`config.mk`:
```
export PLATFORM = sky130hd
export DESIGN_NAME = reg_err_logger
export DESIGN_NICKNAME = d
export VERILOG_FILES = /design/src/rtl/reg_err_logger.sv
export SDC_FILE = /design/constraint.sdc
export NUM_CORES = 1
export LEC_CHECK = 0
export ABC_AREA = 0
export CORE_MARGIN = 1
export CORE_UTILIZATION = 58
export CTS_CLUSTER_SIZE = 14
export DETAILED_ROUTE_END_ITERATION = 8
export GPL_ROUTABILITY_DRIVEN = 0
export GPL_TIMING_DRIVEN = 0
export PLACE_DENSITY_LB_ADDON = 0.25
export SLEW_MARGIN = 20
export SYNTH_ARGS = -nofsm -noshare
export SYNTH_HDL_FRONTEND = slang
export SYNTH_SLANG_ARGS = --single-unit
export TNS_END_PERCENT = 30
```
`constraint.sdc`:
```
create_clock -name clk -period 5.03 [get_ports clk]
set_input_delay 1.509 -clock clk [delete_from_list [all_inputs] [get_ports clk]]
set_output_delay 1.509 -clock clk [all_outputs]
set_load 0.005 [all_outputs]
```
`src/rtl/reg_err_logger.sv`:
```
//==============================================================================
// Module   : reg_err_logger
// Function : Logs writeback register-file check mismatches into a show-ahead
//            FIFO, keeps saturating statistics, a first-error record and halt.
// Revision : 1.0 - initial release
//==============================================================================
`default_nettype none

module reg_err_logger #(
  parameter int DEPTH  = 8,
  parameter int CNT_W  = 16,
  parameter int DATA_W = 32,
  parameter int ADDR_W = 5
) (
  input  logic              clk,
  input  logic              rst_n,
  input  logic              chk_valid,
  input  logic              reg_file_error,
  input  logic [ADDR_W-1:0] chk_ws,
  input  logic [DATA_W-1:0] chk_data,
  input  logic              clear,
  input  logic              halt_en,
  output logic              log_valid,
  input  logic              log_ready,
  output logic [ADDR_W-1:0] log_ws,
  output logic [DATA_W-1:0] log_data,
  output logic [CNT_W-1:0]  err_count,
  output logic [CNT_W-1:0]  chk_count,
  output logic              overflow,
  output logic              first_err_valid,
  output logic [ADDR_W-1:0] first_err_ws,
  output logic              halt_req
);

  localparam int                c_PTR_W   = $clog2(DEPTH);
  localparam logic [c_PTR_W:0]  c_PTR_ONE = {{c_PTR_W{1'b0}}, 1'b1};
  localparam logic [CNT_W-1:0]  c_CNT_ONE = {{(CNT_W-1){1'b0}}, 1'b1};
  localparam logic [CNT_W-1:0]  c_CNT_MAX = {CNT_W{1'b1}};

  typedef enum logic [0:0] {
    ST_RUN    = 1'b0,
    ST_HALTED = 1'b1
  } state_t;

  logic [ADDR_W-1:0] r_mem_ws   [DEPTH];
  logic [DATA_W-1:0] r_mem_data [DEPTH];
  logic [c_PTR_W:0]  r_wr_ptr;
  logic [c_PTR_W:0]  r_rd_ptr;
  logic [CNT_W-1:0]  r_err_count;
  logic [CNT_W-1:0]  r_chk_count;
  logic              r_overflow;
  logic              r_first_err_valid;
  logic [ADDR_W-1:0] r_first_err_ws;
  state_t            r_state;
  logic              r_halt_req;

  logic w_event;
  logic w_empty;
  logic w_full;
  logic w_pop;
  logic w_push;

  // Extra pointer MSB distinguishes full from empty when the indices match.
  assign w_event = chk_valid & reg_file_error;
  assign w_empty = (r_wr_ptr == r_rd_ptr);
  assign w_full  = (r_wr_ptr[c_PTR_W] != r_rd_ptr[c_PTR_W]) &&
                   (r_wr_ptr[c_PTR_W-1:0] == r_rd_ptr[c_PTR_W-1:0]);
  assign w_pop   = !w_empty & log_ready & !clear;
  assign w_push  = w_event & (!w_full | w_pop) & !clear;

  always_ff @(posedge clk) begin
    if (w_push) begin
      r_mem_ws[r_wr_ptr[c_PTR_W-1:0]]   <= chk_ws;
      r_mem_data[r_wr_ptr[c_PTR_W-1:0]] <= chk_data;
    end
  end

  always_ff @(posedge clk or negedge rst_n) begin
    if (!rst_n) begin
      r_wr_ptr          <= '0;
      r_rd_ptr          <= '0;
      r_err_count       <= '0;
      r_chk_count       <= '0;
      r_overflow        <= 1'b0;
      r_first_err_valid <= 1'b0;
      r_first_err_ws    <= '0;
    end else if (clear) begin
      r_wr_ptr          <= '0;
      r_rd_ptr          <= '0;
      r_err_count       <= '0;
      r_chk_count       <= '0;
      r_overflow        <= 1'b0;
      r_first_err_valid <= 1'b0;
      r_first_err_ws    <= '0;
    end else begin
      if (w_push) r_wr_ptr <= r_wr_ptr + c_PTR_ONE;
      if (w_pop)  r_rd_ptr <= r_rd_ptr + c_PTR_ONE;
      if (chk_valid && r_chk_count != c_CNT_MAX) r_chk_count <= r_chk_count + c_CNT_ONE;
      if (w_event && r_err_count != c_CNT_MAX)   r_err_count <= r_err_count + c_CNT_ONE;
      if (w_event && w_full && !w_pop) r_overflow <= 1'b1;
      if (w_event && !r_first_err_valid) begin
        r_first_err_valid <= 1'b1;
        r_first_err_ws    <= chk_ws;
      end
    end
  end

  always_ff @(posedge clk or negedge rst_n) begin
    if (!rst_n) begin
      r_state    <= ST_RUN;
      r_halt_req <= 1'b0;
    end else if (clear) begin
      r_state    <= ST_RUN;
      r_halt_req <= 1'b0;
    end else begin
      case (r_state)
        ST_RUN: begin
          if (w_event && halt_en) begin
            r_state    <= ST_HALTED;
            r_halt_req <= 1'b1;
          end
        end
        ST_HALTED: r_halt_req <= 1'b1;
        default: begin
          r_state    <= ST_RUN;
          r_halt_req <= 1'b0;
        end
      endcase
    end
  end

  // Head data is masked while empty so stale storage never shows on the port.
  assign log_valid       = !w_empty;
  assign log_ws          = w_empty ? '0 : r_mem_ws[r_rd_ptr[c_PTR_W-1:0]];
  assign log_data        = w_empty ? '0 : r_mem_data[r_rd_ptr[c_PTR_W-1:0]];
  assign err_count       = r_err_count;
  assign chk_count       = r_chk_count;
  assign overflow        = r_overflow;
  assign first_err_valid = r_first_err_valid;
  assign first_err_ws    = r_first_err_ws;
  assign halt_req        = r_halt_req;

endmodule

`default_nettype wire

```
---- Yosys cells after proc, flatten, opt, wreduce, memory -nomap -nowiden ----
Memories as Yosys holds them, arrays and structs flattened.
Index checks and enable logic that the tools add are counted.
operators by class
  eq/ne operators ......................... 6
  add/subtract/negate cells ............... 4
  reduce and logical (&&, ||, !) cells .... 18
  muxes and demuxes ....................... 24
  bitwise logic cells ..................... 7
operators with widths
  cell                   number
  $mux 16                4
  $add 16x1->16 const B  2
  $mux 32                1
  $ne 16x16->1 const B   2
  $mux 4                 4
  $mux 5                 3
  $reduce_bool 2->1      6
  $mux 1                 11
  $add 4x1->4 const B    2
  $logic_and 1x1->1      7
  $and 1x1->1            5
  $logic_not 1->1        5
  $eq 4x4->1             1
  $eq 3x3->1             1
  $ne 3x3->1 const B     1
  $pmux 1 s2             1
  $ne 1x1->1             1
  $not 1->1              1
  $or 1x1->1             1
storage, ports and cells
  register bits after elaboration ......... 49
  RAM bits ................................ 296
  output and inout bits ................... 78
  memories ................................ 2
  input bits .............................. 44
memory list
  memory      depth  bits a word  rd ports  clocked after memory_dff  wr ports  line  source
  r_mem_data  8      32           1         0                         1         46    logic [DATA_W-1:0] r_mem_data [DEPTH];
  r_mem_ws    8      5            1         0                         1         45    logic [ADDR_W-1:0] r_mem_ws [DEPTH];

---- Logic depth before layout (Yosys ltp) ----
Gate-level depths: netlist (run 1).
  depth after elaboration ................. 9
  mapped depth ............................ 7
  gate-level depth less buffers ........... 5

---- Worst setup path before layout (run 1) ----
Ideal clock, no wire load.
  path type ............................... input to register
  start point ............................. in chk_valid
  end point ............................... mem r_mem_data[4][0], enable pin
  setup time .............................. 0.477 ns
  slack ................................... -0.201 ns
  data required time ...................... 4.553 ns
  arrival time ............................ 4.753 ns
  stages on the path ...................... 5
  buffers on the path ..................... 2
  cells stage by stage .................... buf_6 > and2_1 > clkbuf_1 > o2111ai_1 > nor3_1
on the way
  longest elaborated chain between the ends .. 5
ends and longest elaborated chain
  item                          line  source
  from (decl)                   17    input logic chk_valid,
  $and 1x1->1                   64    assign w_event = chk_valid & reg_file_error;
  $and 1x1->1 (2 in a row)      69    assign w_push = w_event & (!w_full | w_pop) & !clear;
  $mux 1                        72    if (w_push) begin
  $mux 1 (not written as such)  74    r_mem_data[r_wr_ptr[c_PTR_W-1:0]] <= chk_data;
  to (decl)                     46
No other way between the ends.

---- Worst setup path in the final report (run 1) ----
  start point ............................. reg r_rd_ptr[1]
  end point ............................... out log_ws[4]
on the way
  longest elaborated chain between the ends .. 2
  elaborated cells between the ends (all ways) .. 3
ends and longest elaborated chain
  item                                              line  source
  from (decl)                                       48    logic [c_PTR_W:0] r_rd_ptr;
  from (signal assigned)                            97    if (w_pop) r_rd_ptr <= r_rd_ptr + c_PTR_ONE;
  $mem_v2 8x5 / $eq 4x4->1 (equally long branches)  -
  $mux 5 (*)                                        134   assign log_ws = w_empty ? '0 : r_mem_ws[r_rd_ptr[c_PTR_W-1:0]];
  to (decl)                                         25    output logic [ADDR_W-1:0] log_ws,
Mark *: on every way between the ends. The rest lies on a longest branch, timed or not.

==> reports/results.txt, run 1 <==
Port bufs: 119
R2R Path Start: r_rd_ptr[1]$_DFFE_PN0P_
R2r worst-path depth: 9
Stages on the worst setup path: 7
CP arrival: 3.27 ns
PD cells: 386.6 nW/µm²
Leak: 5.675 nW
Drt via density: 6.113
Initial antenna violation count: 1
CP Capture Type: primary output
# nets final: 999
Type of the worst min-delay path: reg2reg
Total Power: 6.657 mW
Clock transition at path regs: 0.06 ns
Clock skew: 0.01505 ns
Critical path buffer and inverter count: 4
Core Util, Final: 72.92%
H-Tree Depth: 2
RR Endpoint: r_mem_data[0][9]$_DFFE_PP_
Crit Path Category: reg2out
TritonCTS clock tree: yes
Clock root cell: clkbuf_16
Area share of the largest cell type after synthesis: 63.28%
Total I/O pin count: 122
Worst Min Path Start: first_err_ws[3]$_DFFE_PN0P_
Total of max-cap violations: 0
Total Routed Length: 30.68 mm
CP endpoint: log_ws[4]
Max Slew Vio Count: 0
First-pass GRT wire length: 46.37 mm
Max FO, Critical Path: 10
Max Fclk: 209.2 MHz
Setup-failing EPs final: 0
Post-CTS Setup Bufs: 0
Mapped Area: 14050 µm²
Crit path max-delay family: buffers and inverters
Largest net degree at the start of global routing: 50
Via count: 7941
GRT Overall Usage: 25.73%
Clock sink count: 345
Yosys cell types: 61
Deepest clock path buffer count: 3
Layout fillers: 1429
RSZ-0062 raised after global routing: false
Slew of the pin with the lowest slew margin: 0.9230 ns
DP Wirelength: 18.75 mm
Final worst slack: 0.2500 ns
Area growth syn-to-layout: 22.57%
Full die area: 24850 µm²
Share of cells above drive strength 1: 19.41%
Core Footprint: 23610 µm²
Num CTS Buffers: 36
Yosys warnings: 0
Chip Width: 157.6 µm
Crit path from: r_rd_ptr[1]$_DFFE_PN0P_
Finished Cell Area: 17220 µm²
Final min period: 4.780 ns
Antenna Nets Post-Route: 0
Row count: 56
Internal reg-to-reg setup slack: 1.85 ns
Vias in the first global route: 8065
Most common cell after layout, fill and taps aside: edfxtp_1
Syn_area_per_cell: 18.13 µm²
Critical path required time: 3.52 ns
Final non-filler cell total: 1299
Worst VDD drop: 0.2806 mV
Crit-path cells: clkbuf_1 > buf_2 > buf_1 > mux4_2 > mux2i_1 > nor2_1 > clkdlybuf4s50_1
EDFF count, synth: 296
Hold Buf Count CTS: 0
# resized after CTS: 0
Seq/Total Area, Yosys: 72.00%
Average routed wire per standard cell: 23.62 µm
Combined area of the multi-input logic cells: 3756 µm²
Die height: 157.6 µm
Initial Util: 59.49%
Status: completed
Violation count after the first detailed-route iteration: 839
Largest cells by area after synthesis: edfxtp_1 63%, mux4_2 12%, dfrtp_1 8.7%, mux2i_1 3.2%, nor2_1 1.7%
Placement Cell Area: 16080 µm²
Setup WS pre-CTS: 0.6126 ns
Inst Count DP: 1232
Syn Nets: 823
Post-synthesis register bit count: 345
Clock latency on the worst-skew pair: 0.51 ns
FF+latch area: 10110 µm²
Final hold vios: 0
TritonRoute pass-1 iters: 6
Syn Inst Count: 775
DRC errors left: 0
Grt ovf: 0
Most frequent cells in the layout: 296 x edfxtp_1, 118 x clkdlybuf4s50_1, 74 x mux4_2, 59 x nor2_1, 49 x dfrtp_1
Dominant cell type by area after synthesis: edfxtp_1
Synth async-reset ratio: 14.20%
Primary FF master, synth: edfxtp_1
Fin crit share: 95.03%
Max incr delay on CP: 0.64 ns
Worst setup SP type: flip-flop
Slowest cell on the critical path: buf_1
Rel. slew slack: 38.47%
-- report_power, final --
group | internal, mW | total, mW | switching [mW]
registers | 3.14 | 3.16 | 0.0146
logic | 0.474 | 0.934 | 0.460
clock network | 1.51 | 2.57 | 1.06
total | 5.13 | 6.66 | 1.53
-- per-layer routing --
layer  wire length [µm]  up-vias  track usage (%)
li1                   -     3502                -
met4                662        0            8.322
met5                  0        -                0
met1              12310     4061            34.65
met3               2000       53            4.681
met2              15710      325            42.90
-- cells in the mapped netlist (3+ instances only) --
cell and instances:
buf_1 5, ha_1 4, and3_1 5, xor2_1 3
a21oi_1 26, nand2_1 21, mux2i_1 45, or3_1 10
edfxtp_1 296, buf_2 15, mux2_2 4, clkbuf_1 19
o21ai_0 11, nand4_1 13, nand3_1 15, or2_2 3
mux4_2 74, dfrtp_1 49, nand2b_1 3, nor4_1 4
nor2b_1 5, nor2_1 65, o31ai_1 8, inv_1 7
or4_1 7, nor3_1 12, o41ai_1 3
-- worst reg2reg max path, cell delays in order (launching register included) --
cell	delay, ns
dfrtp_1	0.37
clkbuf_1	0.29
xor2_1	0.33
or3_1	0.17
buf_2	0.18
o21ai_1	0.28
nor3_2	0.57
buf_6	0.25
buf_4	0.22
buf_4	0.23
-- stage by stage --
step	hold WS [ns]	setup TNS, ns
finish	0.5234	0
global route	0.5428	0
CTS	0.5277	0
detailed placement	0.4947	0
global placement	0.4866	-467.20
floorplan	0.4772	-4.602
-- worst min-delay path by stage --
stage	end	slack [ns]	cells past startpoint
5_1_grt	halt_req$_DFFE_PN0P_	0.54	1
2_1_floorplan	halt_req$_DFFE_PN0P_	0.48	1
6_report	first_err_ws[3]$_DFFE_PN0P_	0.52	2
4_1_cts	halt_req$_DFFE_PN0P_	0.53	1
3_3_place_gp	halt_req$_DFFE_PN0P_	0.49	1
3_5_place_dp	halt_req$_DFFE_PN0P_	0.49	1
-- cell families after synthesis --
logic type      synth area share [%]
mux                            15.39
buf+inv                        1.692
simple gates                   7.384
compound gates                 2.922
flops                          72.00
xor+xnor                      0.2494
fa+ha+maj                     0.3563
-- registers in the layout, indices dropped and copies added (netlist names) --
| register | flops |
|---|---|
| first_err_ws | 5 |
| halt_req | 1 |
| first_err_valid | 1 |
| r_rd_ptr | 4 |
| r_mem_ws | 40 |
| chk_count | 16 |
| r_wr_ptr | 4 |
| overflow | 1 |
| err_count | 16 |
| r_state | 1 |
| r_mem_data | 256 |
-- cell type report --
class	count	area share, %
Antenna cell	1	0.01453
Buffer	43	1.228
Clock buffer	47	5.596
Clock inverter	19	0.9883
Inverter	7	0.1526
Multi-Input combinational cell	380	21.82
Sequential cell	345	58.75
Tap cell	319	2.318
Timing Repair Buffer	138	9.142
Note: power is estimated with default switching activity, not from simulation.
==> run 2, diff against run 1 <==
--- a/config.mk
+++ b/config.mk
@@ -6,7 +6,6 @@
 export NUM_CORES = 1
 export LEC_CHECK = 0
 export ABC_AREA = 0
-export CORE_MARGIN = 1
 export CORE_UTILIZATION = 58
 export CTS_CLUSTER_SIZE = 14
 export DETAILED_ROUTE_END_ITERATION = 8
==> results of run 2 <==
No change in the layout: final DEF, timing and power equal those of run 1.
==> run 3, diff against run 2 <==
--- a/config.mk
+++ b/config.mk
@@ -7,6 +7,7 @@
 export LEC_CHECK = 0
 export ABC_AREA = 0
 export CORE_UTILIZATION = 58
+export CTS_CLUSTER_DIAMETER = 150
 export CTS_CLUSTER_SIZE = 14
 export DETAILED_ROUTE_END_ITERATION = 8
 export GPL_ROUTABILITY_DRIVEN = 0
==> reports/results.txt, run 3 (synthesized netlist as in run 1, its figures left out) <==
Status: completed
Antenna Nets Post-Route: 0
PD cells: 361.5 nW/µm²
Vias in the first global route: 7859
Total Routed Length: 29.89 mm
Most frequent cells in the layout: 296 x edfxtp_1, 118 x clkdlybuf4s50_1, 74 x mux4_2, 59 x nor2_1, 49 x dfrtp_1
Final hold vios: 0
Slew of the pin with the lowest slew margin: 0.9032 ns
Violation count after the first detailed-route iteration: 819
TritonCTS clock tree: yes
Leak: 5.513 nW
Max FO, Critical Path: 10
Initial Util: 59.49%
CP Capture Type: primary output
Most common cell after layout, fill and taps aside: edfxtp_1
Fin Hold WS: 0.5063 ns
Clock skew: 0.01140 ns
Type of the worst min-delay path: reg2reg
Clock transition at path regs: 0.07 ns
Port bufs: 119
Total Power: 6.109 mW
Critical path required time: 3.52 ns
GRT Overall Usage: 24.75%
Chip Width: 157.6 µm
Post-CTS Setup Bufs: 0
Share of cells above drive strength 1: 18.03%
H-Tree Depth: 1
Clock latency on the worst-skew pair: 0.55 ns
Drt via density: 6.112
Max Fclk: 205.8 MHz
Rel. slew slack: 39.79%
Max reg flops: 256
Full die area: 24850 µm²
Setup-failing EPs final: 0
Total of max-cap violations: 0
Row count: 56
Grt ovf: 0
Worst setup SP type: flip-flop
Average routed wire per standard cell: 23.26 µm
Initial antenna violation count: 1
Die height: 157.6 µm
First-pass GRT wire length: 45.06 mm
Worst VDD drop: 0.3094 mV
Fin crit share: 96.61%
Total I/O pin count: 122
Final min period: 4.860 ns
CP arrival: 3.35 ns
Num CTS Buffers: 28
TritonRoute pass-1 iters: 5
# nets final: 991
Crit Path Category: reg2out
Largest net degree at the start of global routing: 50
Clock sink count: 345
Clock root cell: clkbuf_16
DRC errors left: 0
Via count: 7854
Area growth syn-to-layout: 20.31%
DP Wirelength: 18.75 mm
Max Slew Vio Count: 0
RSZ-0062 raised after global routing: false
Deepest clock path buffer count: 3
Core Footprint: 23610 µm²
[run 3: final timing paths]
| kind | start | to | slack [ns] | cells past startpoint |
|---|---|---|---|---|
| max reg2reg | r_rd_ptr[1]$_DFFE_PN0P_ | r_mem_data[0][17]$_DFFE_PP_ | 1.86 | 9 |
| max | r_rd_ptr[1]$_DFFE_PN0P_ | log_data[1] | 0.17 | 7 |
| max in group asynchronous | rst_n | err_count[2]$_DFFE_PN0P_ | 3.61 | 1 |
| min in group asynchronous | rst_n | chk_count[11]$_DFFE_PN0P_ | 0.98 | 1 |
| min reg2reg | halt_req$_DFFE_PN0P_ | halt_req$_DFFE_PN0P_ | 0.51 | 1 |
| min | halt_req$_DFFE_PN0P_ | halt_req$_DFFE_PN0P_ | 0.51 | 1 |
[run 3: per-layer routing]
metal	share of wire (%)	GRT usage (%)	vias up	wire length, µm
met5	0	0	-	0
li1	-	-	3476	-
met2	51	41.28	302	15180
met4	2.3	7.813	0	691
met3	6.2	3.778	53	1846
met1	41	33.91	4023	12180
[run 3: worst max-delay path: stages, from the launching register on]
cell and delay (ns):
dfrtp_1 0.38, clkbuf_1 0.29, buf_2 0.33, buf_1 0.65, mux4_2 0.36, mux2i_1 0.08, nor2_1 0.18, clkdlybuf4s50_1 0.53
[run 3: layout make-up]
cell class	instances	area, µm²
fill	1492	6713
multi-input combinational	380	3756
antenna	1	2.502
tap	319	399.1
clock buffer	51	808.3
clock inverter	1	6.256
timing repair buffer	138	1574
buffer	43	212.7
sequential	345	10110
inverter	7	26.28
[run 3: report_power, final]
group | switching (mW) | internal [mW] | total (mW)
Sequential | 0.0143 | 3.14 | 3.16
Clock | 0.945 | 1.08 | 2.02
Combinational | 0.457 | 0.474 | 0.931
Total | 1.42 | 4.69 | 6.11
[run 3: stage by stage]
stage,TNS [ns],utilization [%],instances,setup slack [ns],instance area [µm²]
detailed placement,0,68.11,1232,0.6126,16080
CTS,0,71.56,1284,0.1312,16900
global placement,-467.20,66.25,1213,-3.279,15640
floorplan,-4.602,-,775,-0.1244,14050
global route,0,71.56,1284,0.05393,16900
finish,0,71.57,1285,0.1704,16900
[run 3: repair_timing]
item | 4_1_cts | 5_1_grt
endpoints found under the hold margin | 0 | 0
hold buffers | 0 | 0
endpoints found under the setup margin | 0 | 2
resized for setup | 0 | 2
